===== src/rtl/exmem_skid_stage.sv =====
// EX/MEM pipeline register with valid/ready handshake and a two-entry skid buffer.
// ReadyE is registered, so backpressure never forms a combinational path to Execute.
module exmem_skid_stage #(
    parameter int DATA_WIDTH       = 32,
    parameter int PC_WIDTH         = 32,
    parameter int REG_ADDR_WIDTH   = 5,
    parameter int RESULT_SRC_WIDTH = 2,
    parameter int CNT_WIDTH        = 16
) (
    input  logic                        clk,
    input  logic                        rst_n,
    input  logic                        ValidE,
    output logic                        ReadyE,
    input  logic                        FlushM,
    input  logic                        RegWriteE,
    input  logic [RESULT_SRC_WIDTH-1:0] ResultSrcE,
    input  logic                        MemWriteE,
    input  logic [DATA_WIDTH-1:0]       ALUOutE,
    input  logic [DATA_WIDTH-1:0]       WriteDataE,
    input  logic [REG_ADDR_WIDTH-1:0]   RDE,
    input  logic [PC_WIDTH-1:0]         PCPlus4E,
    output logic                        ValidM,
    input  logic                        ReadyM,
    output logic                        RegWriteM,
    output logic [RESULT_SRC_WIDTH-1:0] ResultSrcM,
    output logic                        MemWriteM,
    output logic [DATA_WIDTH-1:0]       ALUOutM,
    output logic [DATA_WIDTH-1:0]       WriteDataM,
    output logic [REG_ADDR_WIDTH-1:0]   RDM,
    output logic [PC_WIDTH-1:0]         PCPlus4M,
    output logic [CNT_WIDTH-1:0]        StallCount
);

    typedef struct packed {
        logic                        reg_write;
        logic [RESULT_SRC_WIDTH-1:0] result_src;
        logic                        mem_write;
        logic [DATA_WIDTH-1:0]       alu_out;
        logic [DATA_WIDTH-1:0]       write_data;
        logic [REG_ADDR_WIDTH-1:0]   rd;
        logic [PC_WIDTH-1:0]         pc_plus4;
    } bundle_t;

    typedef enum logic [1:0] {
        ST_EMPTY = 2'd0,
        ST_ONE   = 2'd1,
        ST_FULL  = 2'd2
    } state_e;

    localparam logic [CNT_WIDTH-1:0] CNT_MAX = '1;

    state_e               state_q, state_d;
    bundle_t              main_q, main_d;
    bundle_t              skid_q, skid_d;
    logic                 ready_q, ready_d;
    logic [CNT_WIDTH-1:0] stall_cnt_q, stall_cnt_d;

    bundle_t in_bundle;
    logic    valid_m;
    logic    in_fire;
    logic    out_fire;

    assign in_bundle = '{
        reg_write:  RegWriteE,
        result_src: ResultSrcE,
        mem_write:  MemWriteE,
        alu_out:    ALUOutE,
        write_data: WriteDataE,
        rd:         RDE,
        pc_plus4:   PCPlus4E
    };

    assign valid_m  = (state_q != ST_EMPTY);
    assign in_fire  = ValidE & ready_q;
    assign out_fire = valid_m & ReadyM;

    always_comb begin
        // NOTE: every signal gets a default before the case so no path leaves it unassigned (no latches).
        state_d     = state_q;
        main_d      = main_q;
        skid_d      = skid_q;
        stall_cnt_d = stall_cnt_q;

        unique case (state_q)
            ST_EMPTY: begin
                if (in_fire) begin
                    state_d = ST_ONE;
                    main_d  = in_bundle;
                end
            end
            ST_ONE: begin
                if (in_fire && out_fire) begin
                    main_d = in_bundle;
                end else if (in_fire) begin
                    state_d = ST_FULL;
                    skid_d  = in_bundle;
                end else if (out_fire) begin
                    state_d = ST_EMPTY;
                end
            end
            ST_FULL: begin
                if (out_fire) begin
                    state_d = ST_ONE;
                    main_d  = skid_q;
                end
            end
            default: state_d = ST_EMPTY;
        endcase

        // Flush only kills occupancy; stale data left in the registers is masked by ValidM.
        if (FlushM) begin
            state_d = ST_EMPTY;
        end

        ready_d = (state_d != ST_FULL);

        if (ValidE && !ready_q && (stall_cnt_q != CNT_MAX)) begin
            stall_cnt_d = stall_cnt_q + 1'b1;
        end
    end

    always_ff @(posedge clk) begin
        // NOTE: sequential state uses non-blocking assignments so all flops update from pre-edge values.
        if (!rst_n) begin
            // NOTE: both bundle registers are cleared, so observable M outputs and skid contents are defined after reset.
            state_q     <= ST_EMPTY;
            main_q      <= '0;
            skid_q      <= '0;
            ready_q     <= 1'b1;
            stall_cnt_q <= '0;
        end else begin
            state_q     <= state_d;
            main_q      <= main_d;
            skid_q      <= skid_d;
            ready_q     <= ready_d;
            stall_cnt_q <= stall_cnt_d;
        end
    end

    assign ReadyE     = ready_q;
    assign ValidM     = valid_m;
    assign RegWriteM  = main_q.reg_write & valid_m;
    assign MemWriteM  = main_q.mem_write & valid_m;
    assign ResultSrcM = main_q.result_src;
    assign ALUOutM    = main_q.alu_out;
    assign WriteDataM = main_q.write_data;
    assign RDM        = main_q.rd;
    assign PCPlus4M   = main_q.pc_plus4;
    assign StallCount = stall_cnt_q;

endmodule


===== config.mk =====
export PLATFORM = sky130hd
export DESIGN_NAME = exmem_skid_stage
export DESIGN_NICKNAME = d
export VERILOG_FILES = /design/src/rtl/exmem_skid_stage.sv
export SDC_FILE = /design/constraint.sdc
export NUM_CORES = 1
export LEC_CHECK = 0
export CAP_MARGIN = 40
export CORE_MARGIN = 2
export CORE_UTILIZATION = 35
export DETAILED_ROUTE_END_ITERATION = 12
export MAX_ROUTING_LAYER = met4
export SETUP_SLACK_MARGIN = 0.05
export SLEW_MARGIN = 20
export SYNTH_ARGS = -nofsm -noshare
export SYNTH_HDL_FRONTEND = slang
export SYNTH_SLANG_ARGS = --single-unit

===== constraint.sdc =====
create_clock -name clk -period 1.6 [get_ports clk]
set_clock_uncertainty 0.1 [all_clocks]
set_input_delay 0.32 -clock clk [delete_from_list [all_inputs] [get_ports clk]]
set_output_delay 0.32 -clock clk [all_outputs]
set_load 0.05 [all_outputs]

==> flow_summary.yaml, run 1 <==
cts:
  cts_tree: "built"
  clk_pin_slew_ns: 0.06
  clock_latency_ns: 0.52
  clock_path_buffers: 3
  cts_sinks: 229
  h-tree-depth: 1
  cts-root-buf: "clkbuf_16"
  cts_buffers: 25
floorplan:
  core_sq_mm: 0.0279
  ioPinCount: 233
  die_width_um: 173
  design.die.area_sq_mm: 0.0298
  row_count: 61
  die_h_um: 173
  start_util_pct: 35.7
pwr:
  p_leak_nw: 7.11
  swShare_pct: 27.3
  powerDensity_mw_per_mm2: 939
  seq_power_share_pct: 39.5
  clkPwrFrac_pct: 39.0
  combPwrFrac_pct: 21.5
  power.total_mw: 15.7
  p_switching_mw: 4.29
  peakVddDrop_mv: 0.546
  intPower_mw: 11.4
global_route:
  grt_start_max_net_pins: 82
  first_global_vias: 7841
  track_usage_pct: 17.6
  grt_overflow_total: 0
  antenna_found_initial: 1
  grt_pass1_wl_um: 42100
sta:
  rsz0062_at_grt: "yes"
  hold_ws_ns: 0.277
  worst_pin_slew_ns: 0.489
  timing.final.crit_share_pct: 114
  final.setup.tns_ns: -14.91
  fmaxAchievable_mhz: 548
  final_max_slew_viol_count: 0
  setup_viol: 158
  finalCriticalPeriod_ns: 1.83
  slew_headroom_pct: 67.4
  setup_slack_ns: -0.226
  hold_viol: 0
critical_path:
  r2r_cells: 8
  critPathMaxStageDelay_ns: 0.34
  cp_top_family: "buffers and inverters"
  path_cells: "nor2b_2 > o31ai_4 > buf_6 > buf_8 > buf_4 > buf_6 > clkbuf_16 > a211oi_2"
  crit_arrival_ns: 2.11
  critPathBufInv: 5
  r2r_end: "ALUOutM[29]"
  rr_startpoint: "state_q[0]"
  start_kind: "register"
  cp-startpoint: "state_q[0]"
  cp_data_required_time_ns: 1.88
  criticalPathCategory: "register to register"
  cp_common_cell: "buf_6"
  crit_path_end_kind: "register"
  r2r_slack_ns: -0.23
  critPathMaxFanout: 6
  cpMaxStageDelayCell: "o31ai_4"
drt:
  drc: 0
  routed_wl_um: 31700
  antenna_left: 0
  drt-wirelength-per-cell_um: 18.0
  dr.pass1.iters: 5
  num_vias: 8779
  vias_per_cell: 5.00
  drt_iter0_drc: 532
yosys:
  synth_compound_area_share_pct: 15.0
  yosys.area_share.simple_pct: 15.8
  synth_area_leaders: "dfxtp_1 (46%), mux2i_1 (11%), nand2_1 (8.5%)"
  yosysMostFrequentCell: "dfxtp_1"
  ys_seq_area_share_pct: 46.1
  synth_top_area_cell: "dfxtp_1"
  synthFlopType: "dfxtp_1"
  syn_area_sq_mm: 0.00994
  synth_top_cell_area_share_pct: 46.1
  ys_types: 39
  synth.avg_cell_area_sq_um: 8.69
  muxShareOfSynthArea_pct: 11.3
  synthAdderAreaFrac_pct: 0.126
  yosysWarnings: 0
  synthArstFlopShare_pct: 0
  synth_top_family_by_area: "simple AND/OR/NAND/NOR gates"
  synth_edf_count: 0
  netlist_instances: 1143
  synth_nets: 1254
  synth_xor_area_share_pct: 0
  synth_common_cells: "dfxtp_1 (229), nand2_1 (226), a21oi_1 (112), mux2i_1 (112), nor2_1 (111)"
  ys_ff_latch: 229
min_path:
  min_to: "skid_q[48]"
  hp-class: "primary input to register"
  hold_path_depth: 3
  hp-start: "WriteDataE[11]"
final_layout:
  syn_to_final_growth_pct: 68.6
  final_util_pct: 60.1
  drive_above_1_share_pct: 36.0
  final_nets: 1470
status:
  failed_checks: "setup timing"
  status: "complete, but fails checks"
placed_design:
  portBuffers: 232
  gp_congestion: 0.818
  pre_cts_ws_ns: -0.586
  dp_hpwl_um: 17800
job:
  drv_cap: 0
-- per-layer routing --
layer | vias up | global-route usage, % | share of wire (%)
li1 | 4266 | - | -
met1 | 4248 | 21.4 | 42
met2 | 221 | 29.8 | 52
met3 | 44 | 3.60 | 5.0
met4 | 0 | 4.13 | 1.9
met5 | - | - | 0
-- cell usage in the layout (no fill, tap or decap), drive strengths merged, types with 2 or more instances in the layout --
cell / netlist / routed
buf: 155 / 239
dfxtp: 229 / 229
nand2: 226 / 227
mux2i: 112 / 112
a21oi: 112 / 112
nor2: 111 / 111
clkdlybuf4s50: 0 / 108
a211oi: 107 / 107
clkbuf: 31 / 57
nand2b: 8 / 8
nand4: 6 / 6
o31ai: 6 / 6
nand3: 5 / 5
bufinv: 0 / 4
and2: 3 / 3
or4: 3 / 3
o21ai: 3 / 3
clkinv: 0 / 3
clkinvlp: 0 / 3
bufbuf: 0 / 3
inv: 2 / 3
nor4: 3 / 3
nand3b: 2 / 2
a31oi: 2 / 2
or3: 2 / 2
o211ai: 2 / 2
nor3b: 2 / 2
-- registers in the layout (all words and copies together), names as in the netlist --
signal      count
state_q         2
ALUOutM        32
ResultSrcM      2
StallCount     16
skid_q        105
PCPlus4M       32
main_q          2
WriteDataM     32
ReadyE          1
RDM             5
-- tightest hold or removal path, cell delays in order --
cell and delay [ns]:
clkdlybuf4s50_1 0.42, nand2_1 0.06, a21oi_1 0.05
-- power groups by stage --
| stage | clock network (mW) | registers, mW | logic, mW |
|---|---|---|---|
| floorplan | 0 | 6.16 | 1.68 |
| global placement | 0 | 6.33 | 2.77 |
| detailed placement | 0 | 6.34 | 2.79 |
| CTS | 6.24 | 6.21 | 2.94 |
| global route | 6.50 | 6.24 | 3.52 |
| finish | 6.14 | 6.21 | 3.38 |
-- how the worst max path moves through the flow --
stage                endpoint  slack [ns]  depth (start not counted)
2_1_floorplan  StallCount[15]       -0.03                          4
3_3_place_gp   StallCount[13]       -0.49                          6
3_5_place_dp      ALUOutM[29]       -0.59                          7
4_1_cts             MemWriteM       -0.24                          3
5_1_grt         ResultSrcM[0]       -0.28                          8
6_report          ALUOutM[29]       -0.23                          8
-- kinds of logic (layout without fill, tap and decap cells) --
logic type | after synthesis | after routing
muxes | 112 | 112
DFF | 229 | 229
adders and majority gates | 1 | 1
other | 0 | 1
and+or+nand+nor | 378 | 379
buffers and inverters | 188 | 421
AOI/OAI and AO/OA | 235 | 235
-- final cells by class --
type                       count  area, sq um
antenna                        1         2.50
multi-input combinational    727         5060
sequential                   229         4650
clock buffer                  34          719
clock inverter                11          166
inverter                       2         12.5
tap                          378          473
timing repair buffer         374         5670
fill                        2220        11100
-- per-stage QoR --
step	instance area (sq um)	instances
after floorplan	10000	1143
after global placement	13700	1641
after detailed placement	13700	1641
after CTS	15000	1698
after global routing	16800	1756
final	16800	1756
-- timing repair --
action                                  4_1_cts  5_1_grt
cloned                                        6       31
hold buffers                                  0        0
resized for setup                            47      211
endpoints found under the setup margin      234      251
buffers inserted                              6       27
pin swaps                                     9      119
(Power assumes the default switching activity.)
==> run 2: changes to the inputs <==
Settings changed: SLEW_MARGIN 20 to not set.
==> results of run 2 <==
The final DEF is identical to that of run 1; final timing and power are the same.
